<file path="src/rtl/regfile_pkg.sv">
`default_nettype none
// ============================================================================
// Module      : regfile_pkg
// Description : Shared definitions for the regfile_2r1w_p register file:
//               an address-width helper that never returns less than one bit,
//               and the data value returned by a read that misses (invalid
//               entry, out-of-range address).
// Revision    : 1.0  initial release
// ============================================================================
package regfile_pkg;

    // Ceiling log2 with a floor of 1 so that a DEPTH of 1 or 2 still yields a
    // usable one-bit address bus.
    function automatic int clog2_min1(input int n);
        int r;
        r = 0;
        for (int i = 0; i < 31; i++) begin
            if ((1 << i) < n) begin
                r = i + 1;
            end
        end
        return (r < 1) ? 1 : r;
    endfunction

    // Data presented on a read port whenever the entry is not readable.
    localparam int unsigned RD_MISS_DATA = 0;

endpackage
`default_nettype wire

</file>
<file path="src/rtl/regfile_rd_port.sv">
`default_nettype none
// ============================================================================
// Module      : regfile_rd_port
// Description : One registered read port of the register file. Selects the
//               entry addressed by rd_addr_i as it will stand after the
//               current edge's clr/write update (write-first bypass), masks
//               invalid and out-of-range entries to zero, and applies the
//               optional hard-wired zero register on entry 0.
// Revision    : 1.0  initial release
//
// Ports
//   clk        in   clock, rising edge
//   rst_n      in   asynchronous active-low reset
//   mem_i      in   storage snapshot, DEPTH x DATA_W
//   valid_i    in   per-entry valid snapshot
//   wr_fire_i  in   qualified write (in range, not the zero register)
//   wr_addr_i  in   write address
//   wr_data_i  in   write data
//   clr_i      in   invalidate-all command
//   rd_en_i    in   read enable; outputs hold while low
//   rd_addr_i  in   read address
//   rd_data_o  out  registered read data
//   rd_valid_o out  registered valid flag of the entry read
// ============================================================================
module regfile_rd_port
    import regfile_pkg::*;
#(
    parameter int DATA_W    = 4,
    parameter int DEPTH     = 4,
    parameter int ADDR_W    = clog2_min1(DEPTH),
    parameter int ZERO_REG0 = 0
) (
    input  logic              clk,
    input  logic              rst_n,
    input  logic [DATA_W-1:0] mem_i [DEPTH],
    input  logic [DEPTH-1:0]  valid_i,
    input  logic              wr_fire_i,
    input  logic [ADDR_W-1:0] wr_addr_i,
    input  logic [DATA_W-1:0] wr_data_i,
    input  logic              clr_i,
    input  logic              rd_en_i,
    input  logic [ADDR_W-1:0] rd_addr_i,
    output logic [DATA_W-1:0] rd_data_o,
    output logic              rd_valid_o
);

    localparam logic [DATA_W-1:0] MISS_DATA = DATA_W'(RD_MISS_DATA);

    logic              w_in_range;
    logic              w_zero_hit;
    logic              w_wr_hit;
    logic [ADDR_W-1:0] w_idx;
    logic [DATA_W-1:0] rd_data_d;
    logic              rd_valid_d;
    logic [DATA_W-1:0] rd_data_q;
    logic              rd_valid_q;

    assign w_in_range = (int'(rd_addr_i) < DEPTH);
    assign w_zero_hit = (ZERO_REG0 != 0) && (rd_addr_i == '0);
    // wr_fire_i is already range- and zero-register-qualified, so an address
    // match alone means this edge's write lands in the entry being read.
    assign w_wr_hit   = wr_fire_i && (wr_addr_i == rd_addr_i);
    // Keep the array index inside the declared range when DEPTH is not a
    // power of two; the result is masked by w_in_range anyway.
    assign w_idx      = w_in_range ? rd_addr_i : '0;

    always_comb begin
        rd_data_d  = MISS_DATA;
        rd_valid_d = 1'b0;
        if (w_zero_hit) begin
            rd_data_d  = MISS_DATA;
            rd_valid_d = 1'b1;
        end else if (!w_in_range) begin
            rd_data_d  = MISS_DATA;
            rd_valid_d = 1'b0;
        end else if (w_wr_hit) begin
            // The write applies after clr, so it wins over a same-cycle clr.
            rd_data_d  = wr_data_i;
            rd_valid_d = 1'b1;
        end else if (clr_i) begin
            rd_data_d  = MISS_DATA;
            rd_valid_d = 1'b0;
        end else if (valid_i[w_idx]) begin
            rd_data_d  = mem_i[w_idx];
            rd_valid_d = 1'b1;
        end
    end

    always_ff @(posedge clk or negedge rst_n) begin
        if (!rst_n) begin
            rd_data_q  <= '0;
            rd_valid_q <= 1'b0;
        end else if (rd_en_i) begin
            rd_data_q  <= rd_data_d;
            rd_valid_q <= rd_valid_d;
        end
    end

    assign rd_data_o  = rd_data_q;
    assign rd_valid_o = rd_valid_q;

endmodule
`default_nettype wire

</file>
<file path="src/rtl/regfile_2r1w_p.sv">
`default_nettype none
// ============================================================================
// Module      : regfile_2r1w_p
// Description : Parametrised register file, one write port and two
//               independent registered read ports with write-first bypass.
//               Per-entry valid flags, a global invalidate (clr) and an
//               optional hard-wired zero register at entry 0.
// Revision    : 1.0  initial release
//
// Ports
//   clk        in   clock, rising edge
//   rst_n      in   asynchronous active-low reset
//   wr_en      in   write enable
//   wr_addr    in   write address (>= DEPTH ignored)
//   wr_data    in   write data
//   clr        in   invalidate all entries; a same-cycle write survives
//   rd_en0/1   in   read enable per port; outputs hold while low
//   rd_addr0/1 in   read address per port
//   rd_data0/1 out  registered read data (0 on a miss)
//   rd_valid0/1 out registered valid flag of the entry read
// ============================================================================
module regfile_2r1w_p
    import regfile_pkg::*;
#(
    parameter int DATA_W    = 4,
    parameter int DEPTH     = 4,
    parameter int ADDR_W    = clog2_min1(DEPTH),
    parameter int ZERO_REG0 = 0
) (
    input  logic              clk,
    input  logic              rst_n,
    input  logic              wr_en,
    input  logic [ADDR_W-1:0] wr_addr,
    input  logic [DATA_W-1:0] wr_data,
    input  logic              clr,
    input  logic              rd_en0,
    input  logic [ADDR_W-1:0] rd_addr0,
    output logic [DATA_W-1:0] rd_data0,
    output logic              rd_valid0,
    input  logic              rd_en1,
    input  logic [ADDR_W-1:0] rd_addr1,
    output logic [DATA_W-1:0] rd_data1,
    output logic              rd_valid1
);

    logic [DATA_W-1:0] mem_q   [DEPTH];
    logic [DATA_W-1:0] mem_d   [DEPTH];
    logic [DEPTH-1:0]  valid_q;
    logic [DEPTH-1:0]  valid_d;
    logic              w_wr_fire;

    // A write only takes effect inside the array and never on a hard-wired
    // zero register.
    assign w_wr_fire = wr_en
                       && (int'(wr_addr) < DEPTH)
                       && !((ZERO_REG0 != 0) && (wr_addr == '0));

    always_comb begin
        mem_d   = mem_q;
        valid_d = valid_q;
        // clr first, then the write, so the written entry ends valid.
        if (clr) begin
            valid_d = '0;
        end
        for (int i = 0; i < DEPTH; i++) begin
            if (w_wr_fire && (wr_addr == ADDR_W'(i))) begin
                mem_d[i]   = wr_data;
                valid_d[i] = 1'b1;
            end
        end
    end

    always_ff @(posedge clk or negedge rst_n) begin
        if (!rst_n) begin
            for (int i = 0; i < DEPTH; i++) begin
                mem_q[i] <= '0;
            end
            valid_q <= '0;
        end else begin
            mem_q   <= mem_d;
            valid_q <= valid_d;
        end
    end

    regfile_rd_port #(
        .DATA_W    (DATA_W),
        .DEPTH     (DEPTH),
        .ADDR_W    (ADDR_W),
        .ZERO_REG0 (ZERO_REG0)
    ) u_rd_port0 (
        .clk        (clk),
        .rst_n      (rst_n),
        .mem_i      (mem_q),
        .valid_i    (valid_q),
        .wr_fire_i  (w_wr_fire),
        .wr_addr_i  (wr_addr),
        .wr_data_i  (wr_data),
        .clr_i      (clr),
        .rd_en_i    (rd_en0),
        .rd_addr_i  (rd_addr0),
        .rd_data_o  (rd_data0),
        .rd_valid_o (rd_valid0)
    );

    regfile_rd_port #(
        .DATA_W    (DATA_W),
        .DEPTH     (DEPTH),
        .ADDR_W    (ADDR_W),
        .ZERO_REG0 (ZERO_REG0)
    ) u_rd_port1 (
        .clk        (clk),
        .rst_n      (rst_n),
        .mem_i      (mem_q),
        .valid_i    (valid_q),
        .wr_fire_i  (w_wr_fire),
        .wr_addr_i  (wr_addr),
        .wr_data_i  (wr_data),
        .clr_i      (clr),
        .rd_en_i    (rd_en1),
        .rd_addr_i  (rd_addr1),
        .rd_data_o  (rd_data1),
        .rd_valid_o (rd_valid1)
    );

endmodule
`default_nettype wire

</file>
<file path="config.mk">
export PLATFORM = sky130hd
export DESIGN_NAME = regfile_2r1w_p
export DESIGN_NICKNAME = d
export VERILOG_FILES = /design/src/rtl/regfile_pkg.sv /design/src/rtl/regfile_rd_port.sv /design/src/rtl/regfile_2r1w_p.sv
export SDC_FILE = /design/constraint.sdc
export NUM_CORES = 1
export LEC_CHECK = 0
export CAP_MARGIN = 30
export CORE_ASPECT_RATIO = 1.1
export CORE_MARGIN = 5
export CORE_UTILIZATION = 30
export CTS_BUF_LIST = sky130_fd_sc_hd__clkbuf_2 sky130_fd_sc_hd__clkbuf_4 sky130_fd_sc_hd__clkbuf_8
export CTS_CLUSTER_SIZE = 14
export DETAILED_ROUTE_END_ITERATION = 10
export PLACE_DENSITY = 0.46
export SLEW_MARGIN = 20
export SYNTH_ARGS = -nofsm -noshare
export SYNTH_HDL_FRONTEND = slang
export SYNTH_HIERARCHICAL = 1
export SYNTH_SLANG_ARGS = --single-unit
export TNS_END_PERCENT = 1
</file>
<file path="constraint.sdc">
create_clock -name clk -period 1.7 [get_ports clk]
set_input_delay 0.255 -clock clk [delete_from_list [all_inputs] [get_ports clk]]
set_output_delay 0.255 -clock clk [all_outputs]
set_load 0.02 [all_outputs]
</file>
==> metrics.yaml <==
status:
  status: "finished, final reports clean"
floorplanning:
  io_pins: 26
  initial_core_util: 0.3086
  die_y_um: 85.21
  rows: 27
  core_mm2: 0.005000
  dieArea_mm2: 0.006678
  die_w_um: 78.38
timing:
  holdWs_ns: 0.3575
  post-route-period-util: 0.9288
  rsz0062_at_grt: "no"
  finalHoldViolCount: 0
  fmax_mhz: 633.3
  setup_viol: 0
  slew_headroom: 0.7350
  slew_viol_final: 0
  worst_slew_pin_slew_ns: 0.3974
  fin_ws_ns: 0.1211
  min_period_ns: 1.579
  finClkSkew_ns: 0.005697
final_layout:
  fillerInstances: 481
  multi_input_area_um2: 706.9
  nets: 168
  fin_util: 0.4067
  synthToLayoutAreaGrowth_pct: 31.79
  drive_gt1_frac: 0.3464
  antennaDiodeCount: 0
  register_area_um2: 750.7
cts:
  cts_buffers: 5
  postCtsSetupBuffers: 0
  htree_levels: 2
  clk_pin_slew_worst_paths_ns: 0.07
  root_buffer: "clkbuf_8"
  cts_resized: 0
  cts_tree: "yes"
  clk_latency_ns: 0.28
  clock-sinks: 30
  clock_path_buffers: 2
  cts_hold_buf: 0
synthesis:
  netlist_area_mm2: 0.001543
  yosys_warnings: 6
  syn_avg_cell_area_um2: 14.02
  yosysSeqAreaShare: 0.4866
  syn_inst: 110
  synth-seq-cells: 30
  synth_fp_nets: 126
  ys_types: 18
power:
  p_per_area_mw_per_mm2: 979.2
  irDropWorstVdd_mv: 0.3686
  power_leakage_nw: 0.8857
place:
  dp_hpwl_mm: 2.680
  pre_cts_ws_ns: -0.1709
  gp_congestion: 0.7185
  port_buffers: 25
detailed_routing:
  drc: 0
  drt-total-wl_mm: 3.539
  dr.pass1.iters: 4
  ant_nets: 0
  viasPerCell: 4.825
  vias: 1018
  wire_per_inst_um: 16.77
  dr.first_iter.drc_count: 36
grt:
  grt_pass1_vias: 1092
  antenna_found_initial: 0
  track_usage: 0.1191
  grt_pass1_wl_mm: 5.865
  grt_max_degree: 31
  grt-ovfl-total: 0
run:
  cap_violations: 0
worst_hold_path:
  hp-class: "in -> async"
setup_path:
  cp_max_fo: 5
  crit_path_top_delay_cell: "mux4_2"
  path_cells: "clkdlybuf4s50_1 > buf_4 > mux4_2 > mux2i_1 > o22ai_1"
  cp-end-kind: "flop"
  cp.required_ns: 1.86
  crit_path_max_incr_delay_ns: 0.50
  crit_type: "in -> reg"
  arrival_ns: 1.74
  worstSetupStartpointType: "input pin"
-- state kept, by name, indices dropped and copies added (netlist names) --
register               flops
valid_q                    4
u_rd_port1/rd_valid_o      1
u_rd_port1/rd_data_o       4
mem_q                     16
u_rd_port0/rd_valid_o      1
u_rd_port0/rd_data_o       4
-- layer usage --
metal,wire (µm),part of all wire,up-vias,GRT usage
li1,-,-,485,-
met1,1693,0.48,502,0.1541
met2,1595,0.45,26,0.1807
met3,195,0.055,5,0.04671
met4,56,0.016,0,0.04293
met5,0,0,-,0
-- synth_stat cells --
master	number	area, µm²
xnor2_1	4	35.03
mux2_2	16	180.2
o21ai_1	2	10.01
inv_1	14	52.55
dfrtp_1	30	750.7
o22ai_1	8	50.05
mux2i_1	8	80.08
o21ai_0	3	15.01
nand2b_1	2	12.51
nand3b_1	2	15.01
a21bo_4	2	32.53
buf_6	2	22.52
mux4_2	10	225.2
nor3b_4	1	18.77
a21o_1	1	7.510
nand3_1	1	5.000
nand3_2	2	20.02
buf_2	2	10.01
-- logic make-up (layout without fill, tap and decap cells) --
kind of cell	count (synthesis)	after routing	share of synthesized area
DFF	30	30	0.4866
xor gates and xnor gates	4	4	0.02271
and+or+nand+nor	8	8	0.04622
muxes	34	34	0.3147
buffers and inverters	18	61	0.05515
AOI/OAI and AO/OA	16	16	0.07461
-- layout make-up --
cell class                      instances  area share
Multi-Input combinational cell         62      0.3477
Inverter                               14     0.02585
Clock inverter                          1    0.002462
Sequential cell                        30      0.3692
Clock buffer                            7     0.04431
Timing Repair Buffer                   39      0.1748
Tap cell                               58     0.03569
-- power by group --
group          internal, W  switching (W)  total [W]  leakage (nW)
registers         0.000823      0.0000670   0.000890         0.376
logic             0.000288       0.000200   0.000488         0.458
clock network     0.000342       0.000271   0.000613        0.0517
total              0.00145       0.000538    0.00199         0.886
-- cells in the final DEF (no fill, tap or decap), drive strengths merged --
cell type	synthesis	final
mux4	10	10
clkdlybuf4s50	0	25
mux2	16	16
mux2i	8	8
clkbuf	0	7
dfrtp	30	30
a21bo	2	2
o21ai	5	5
nor3b	1	1
clkinv	0	1
a21o	1	1
nand3b	2	2
o22ai	8	8
nand3	3	3
buf	4	14
nand2b	2	2
xnor2	4	4
inv	14	14
-- worst max-delay path: cells and delay by family --
family	cells	cell delay [ns]
AOI/OAI and AO/OA	1	0.09
muxes	2	0.73
buffers and inverters	2	0.66
-- final timing paths --
path | slack, ns | startpoint | cells after the start | to
worst max-delay path | 0.12 | rd_addr1[0] | 5 | u_rd_port1/rd_data_o[3]
worst min-delay path | 0.36 | rst_n | 2 | valid_q[0]
worst max register to register | 0.39 | valid_q[3] | 4 | u_rd_port1/rd_data_o[0]
worst min register to register | 0.51 | u_rd_port1/rd_valid_o | 2 | u_rd_port1/rd_valid_o
max in group asynchronous | 1.05 | rst_n | 2 | mem_q[12]
min in group clk | 0.51 | u_rd_port1/rd_valid_o | 2 | u_rd_port1/rd_valid_o
-- per-stage QoR --
step                      power, W  instances  area [µm²]  setup TNS (ns)
after floorplan           0.001190        110        1543               0
after global placement    0.001391        203        1938          -2.031
after detailed placement  0.001399        203        1938          -2.072
after CTS                 0.002018        211        2033               0
after global routing      0.002115        211        2033               0
final                     0.001991        211        2033               0
Note: power is estimated with default switching activity, not from simulation.
